[src/rtl/slot_spin_controller.sv]
// slot_spin_controller: sequences three LFSR reels through load, spin,
// staggered stop and evaluation, then latches and classifies the result.
module slot_spin_controller #(
  parameter int SPIN_MIN = 8,
  parameter int SPIN_MAX = 64,
  parameter int STAGGER  = 4
) (
  input  logic       clk,
  input  logic       reset,
  input  logic       start,
  input  logic       stop,
  input  logic [3:0] reel0,
  input  logic [3:0] reel1,
  input  logic [3:0] reel2,
  output logic [2:0] reel_run,
  output logic       reel_load,
  output logic       busy,
  output logic       done,
  output logic [3:0] result0,
  output logic [3:0] result1,
  output logic [3:0] result2,
  output logic [1:0] payout
);

  typedef enum logic [2:0] {
    IDLE,
    LOAD,
    SPIN,
    STOP,
    EVAL,
    SHOW
  } state_t;

  localparam logic [7:0] SPIN_MIN_C  = 8'(SPIN_MIN);
  localparam logic [7:0] SPIN_LAST_C = 8'(SPIN_MAX - 1);
  localparam logic [7:0] STAG_LAST_C = 8'(STAGGER - 1);

  state_t     state, next_state;
  logic       ph, next_ph;
  logic [7:0] cnt, next_cnt;

  logic [2:0] next_reel_run;
  logic       next_reel_load;
  logic       next_busy;
  logic       next_done;

  // Result classification: lucky seven beats jackpot beats pair.
  function automatic logic [1:0] classify(input logic [3:0] a,
                                          input logic [3:0] b,
                                          input logic [3:0] c);
    logic e01, e12, e02;
    e01 = (a == b);
    e12 = (b == c);
    e02 = (a == c);
    if (e01 && e12)
      classify = (a == 4'h7) ? 2'd3 : 2'd2;
    else if (e01 || e12 || e02)
      classify = 2'd1;
    else
      classify = 2'd0;
  endfunction

  // State, sub-phase and cycle counter registers.
  always_ff @(posedge clk or posedge reset) begin
    if (reset) begin
      state <= IDLE;
      ph    <= 1'b0;
      cnt   <= 8'd0;
    end else begin
      state <= next_state;
      ph    <= next_ph;
      cnt   <= next_cnt;
    end
  end

  // Next-state logic: spin timing, stop qualification and stagger phases.
  always_comb begin
    next_state = state;
    next_ph    = ph;
    next_cnt   = cnt;
    case (state)
      IDLE, SHOW: begin
        if (start) begin
          next_state = LOAD;
          next_ph    = 1'b0;
          next_cnt   = 8'd0;
        end
      end
      LOAD: begin
        next_state = SPIN;
        next_cnt   = 8'd0;
      end
      SPIN: begin
        if ((stop && (cnt >= SPIN_MIN_C)) || (cnt == SPIN_LAST_C)) begin
          next_state = STOP;
          next_ph    = 1'b0;
          next_cnt   = 8'd0;
        end else begin
          next_cnt = cnt + 8'd1;
        end
      end
      STOP: begin
        if (cnt == STAG_LAST_C) begin
          next_cnt = 8'd0;
          if (!ph) begin
            next_ph = 1'b1;
          end else begin
            next_ph    = 1'b0;
            next_state = EVAL;
          end
        end else begin
          next_cnt = cnt + 8'd1;
        end
      end
      EVAL: begin
        next_state = SHOW;
      end
      default: begin
        next_state = IDLE;
        next_ph    = 1'b0;
        next_cnt   = 8'd0;
      end
    endcase
  end

  // Output decode from the upcoming state so the outputs can be registered
  // and still line up with the state they belong to.
  always_comb begin
    next_reel_run  = 3'b000;
    next_reel_load = 1'b0;
    next_busy      = 1'b0;
    next_done      = 1'b0;
    case (next_state)
      LOAD: begin
        next_reel_load = 1'b1;
        next_busy      = 1'b1;
      end
      SPIN: begin
        next_reel_run = 3'b111;
        next_busy     = 1'b1;
      end
      STOP: begin
        next_reel_run = next_ph ? 3'b100 : 3'b110;
        next_busy     = 1'b1;
      end
      EVAL: begin
        next_busy = 1'b1;
      end
      SHOW: begin
        next_done = 1'b1;
      end
      default: begin
        next_reel_run = 3'b000;
      end
    endcase
  end

  // Registered control outputs; run and load are mutually exclusive by decode.
  always_ff @(posedge clk or posedge reset) begin
    if (reset) begin
      reel_run  <= 3'b000;
      reel_load <= 1'b0;
      busy      <= 1'b0;
      done      <= 1'b0;
    end else begin
      reel_run  <= next_reel_run;
      reel_load <= next_reel_load;
      busy      <= next_busy;
      done      <= next_done;
    end
  end

  // Latch reel values and payout at the closing edge of EVAL only.
  always_ff @(posedge clk or posedge reset) begin
    if (reset) begin
      result0 <= 4'd0;
      result1 <= 4'd0;
      result2 <= 4'd0;
      payout  <= 2'd0;
    end else if (state == EVAL) begin
      result0 <= reel0;
      result1 <= reel1;
      result2 <= reel2;
      payout  <= classify(reel0, reel1, reel2);
    end
  end

endmodule

[config.mk]
export PLATFORM = sky130hd
export DESIGN_NAME = slot_spin_controller
export DESIGN_NICKNAME = d
export VERILOG_FILES = /design/src/rtl/slot_spin_controller.sv
export SDC_FILE = /design/constraint.sdc
export NUM_CORES = 1
export LEC_CHECK = 0
export ABC_CLOCK_PERIOD_IN_PS = 2300
export BUFFER_PORTS_ARGS = -buffer_cell sky130_fd_sc_hd__buf_2
export CORE_MARGIN = 1
export CORE_UTILIZATION = 53
export CTS_CLUSTER_SIZE = 25
export DETAILED_ROUTE_END_ITERATION = 7
export GPL_ROUTABILITY_DRIVEN = 0
export PLACE_DENSITY = 0.78
export SLEW_MARGIN = 10
export SYNTH_ARGS = -nofsm -noshare
export SYNTH_HDL_FRONTEND = slang
export SYNTH_SLANG_ARGS = --single-unit
[constraint.sdc]
create_clock -name clk -period 2.3 [get_ports clk]
set_input_delay 0 -clock clk [delete_from_list [all_inputs] [get_ports clk]]
set_output_delay 0 -clock clk [all_outputs]
set_load 0.01 [all_outputs]
==> metrics <==
vias after detailed routing 1431; cell chain of the critical path ha_1 -> nand3_1 -> o41a_1 -> a21oi_1 -> o21ai_0 -> a21o_1; crit path max fanout 6; pwr dens ~800 mW/mm2; source-to-sink clock delay at the later pin of the worst-skew pair between 0.3 and 0.4 ns; crit share post-route 0.918; antenna diode count 0; initial core utilization 0.578; area of the die 0.00331 mm2; drt first-iter violations 83; top metal layer carrying routed signals met4; number of max-slew violations in the final report 0; pin count of the biggest net entering global routing 33; post-synthesis cell type count 39; static leakage power around 0.94 nW; via count of the first global-routing pass between 1000 and 1500; aggregate routed wire length 3480 um; data arrival at the endpoint of the critical path 2.34 ns; max-capacitance violation count 0; slew of the pin with the lowest slew margin 0.456 ns; number of buffers added on ports 35; sort of element at the start of the critical path flip-flop; Num CTS Buffers 5; combined area of all synthesized cells 0.00163 mm2; area of the core 0.00283 mm2; number of nets in the layout 250; Max stage delay cell, worst path sky130_fd_sc_hd__dfrtp_1; Vert. Die Dim 57.5 um; proportion of layout cells with a drive suffix above 1 0.219; total number of placement rows 19; worst setup skew after layout around 0.008 ns; count of flip-flops with a built-in enable after synthesis 0; total negative slack 0 ns; worst path required time 2.53 ns; number of hold-slack violations in the final timing report 0; post-route met1 wirelength 1550 um; number of warnings printed during yosys synthesis 0; Period minus WS final 2.11 ns; Met3 Wirelength around 180 um; most instantiated flip-flop cell in the synthesis netlist sky130_fd_sc_hd__dfrtp_1; number of levels the H-tree was split into 2; DRC violations left 4; Worst-path clk slew around 0.10 ns; RSZ-0062 raised after global routing false; width of the die between 50 and 60 um; cells after synthesis 181; clock root cell sky130_fd_sc_hd__clkbuf_4; CP Class reg -> reg; top-level I/O count 36; number of sinks on the clock net 32; mean instance size in the synthesized netlist 9.03 um2; wire length per cell after detailed routing 13.2 um; detailed route wirelength on metal2 between 1500 and 2000 um; final number of setup-violating endpoints 0; leftover overflow at the end of global routing 0; share of Yosys cell area claimed by the top area cell type 0.490; synthesized net count 199; routed via count divided by cell count 5.42; total global routing track utilization 0.237; headroom to the max-slew limit 0.693; async set-reset flop share out of synthesis 1.00; number of iterations in the first detailed-routing pass 6; post-synthesis sequential area ratio 0.490; Clock Path Buffers 2; type of the worst min-delay path in -> reg; Fmax achieved 474 MHz; post-route non-filler standard cell count 264; result of the run finished, violations left; clock tree from TritonCTS done; total power after layout 1.66 mW; most area-hungry cell type in the Yosys netlist sky130_fd_sc_hd__dfrtp_1; Critical Path Max Stage Delay between 0.4 and 0.5 ns; register bit count reported by yosys 32; remaining antenna violation count after routing 0; number of antenna violations at the first check in global routing 0; maximum ir drop on the vdd rail between 500 and 600 uV; Synth-to-Final Area Change 24.6%; Filler Cells Inserted between 200 and 250; capturing element type of the critical path flip-flop; failing checks design-rule violations; biggest area contributors in the synthesized netlist sky130_fd_sc_hd__dfrtp_1, sky130_fd_sc_hd__nand2_1, sky130_fd_sc_hd__xor2_1; DP HPWL 2350 um; global-route wire length before repair 5800 um; instance count after placement with tap cells included 242
==> cells by family (layout without fill, tap and decap cells) <==
family,after synthesis,after routing,synth area share
compound gates,33,33,0.136
xor+xnor,13,13,0.0697
fa+ha+maj,3,3,0.0214
buf+inv,16,68,0.0421
flops,32,32,0.490
simple gates,84,84,0.241
==> final cells by class <==
cell class	instances	area, um2	share of cell area
inverters	9	33.8	0.0166
clock inverters	2	10.0	0.00492
multi-input cells	133	771	0.379
well taps	31	38.8	0.0191
repair buffers	51	330	0.162
flip-flops and latches	32	801	0.393
clock buffers	6	51.3	0.0252
==> layout by cell type, fill, tap and decap left out, drive strengths merged, types with 4 or more instances in the layout <==
master / n
nand3: 4
buf: 37
o21ai: 8
nand2b: 4
dfrtp: 32
a21oi: 11
inv: 9
clkbuf: 6
dlygate4sd3: 14
nand2: 47
nor2: 9
xor2: 12
nor4: 4
==> worst paths after layout <==
path                                         from  slack, ns                endpoint  depth (start not counted)
setup / recovery               cnt[0]$_DFFE_PP0P_       0.19      cnt[5]$_DFFE_PP0P_                          6
hold / removal                               stop       0.05            ph$_DFF_PP0_                          4
setup reg to reg               cnt[0]$_DFFE_PP0P_       0.19      cnt[5]$_DFFE_PP0P_                          6
hold reg to reg            result1[2]$_DFFE_PP0N_       0.48  result1[2]$_DFFE_PP0N_                          2
max in group asynchronous                   reset       1.72      cnt[3]$_DFFE_PP0P_                          4
min in group asynchronous                   reset       0.29  result0[1]$_DFFE_PP0N_                          4
==> critical path, delay by kind of cell (launching register included) <==
family                   cells  cell delay, ns
AO/OA/AOI/OAI                4            1.17
adder cells (fa/ha/maj)      1            0.26
flip-flops                   1            0.44
AND/OR/NAND/NOR              1            0.15
==> routing by layer <==
| metal | global-route usage | vias up |
|---|---|---|
| met5 | 0 | - |
| met4 | 0.139 | 0 |
| met3 | 0.0499 | 5 |
| met2 | 0.384 | 47 |
| met1 | 0.291 | 668 |
| li1 | - | 711 |
==> through the flow <==
step / worst slack [ns] / hold slack, ns / area, um2 / utilization
global route: 0.0251 / 0.0498 / 2040 / 0.720
global placement: 0.348 / 0.0951 / 1830 / 0.646
floorplan: 0.479 / 0.101 / 1630 / -
detailed placement: 0.174 / 0.108 / 1830 / 0.646
finish: 0.189 / 0.0490 / 2040 / 0.720
CTS: 0.183 / 0.0359 / 2030 / 0.717
==> sequential cells by signal, indices dropped and copies added (netlist names) <==
register and count:
reel_run 3, cnt 8, reel_load 1, ph 1, result2 4, result1 4, payout 2, result0 4
busy 1, done 1, state 3
==> report_power, final <==
group          leakage, nW  switching (mW)  total, mW  internal (mW)
Sequential           0.351           0.111      0.767          0.657
Combinational        0.554           0.312      0.569          0.257
Clock               0.0380           0.180      0.326          0.145
==> cells in the mapped netlist, types with 2 or more instances <==
master,instances
sky130_fd_sc_hd__nand3_1,4
sky130_fd_sc_hd__nor2_1,9
sky130_fd_sc_hd__inv_1,9
sky130_fd_sc_hd__a21oi_1,10
sky130_fd_sc_hd__a31oi_1,3
sky130_fd_sc_hd__xor2_1,12
sky130_fd_sc_hd__o21ai_0,7
sky130_fd_sc_hd__nand2_1,47
sky130_fd_sc_hd__nor4_1,4
sky130_fd_sc_hd__dfrtp_1,32
sky130_fd_sc_hd__nor3b_1,2
sky130_fd_sc_hd__ha_1,2
sky130_fd_sc_hd__nor4b_1,2
sky130_fd_sc_hd__nand2b_1,4
sky130_fd_sc_hd__clkbuf_1,5
sky130_fd_sc_hd__nor3_1,3
sky130_fd_sc_hd__o31ai_1,2
sky130_fd_sc_hd__a21o_1,2
sky130_fd_sc_hd__and3_1,2
==> repair_timing <==
item,4_1_cts,5_1_grt
setup endpoints to repair,0,2
hold buffers,14,0
gates resized for setup,0,1
setup buffers,0,0
hold endpoints to repair,46,0
Power figures use the tool's default switching activity.
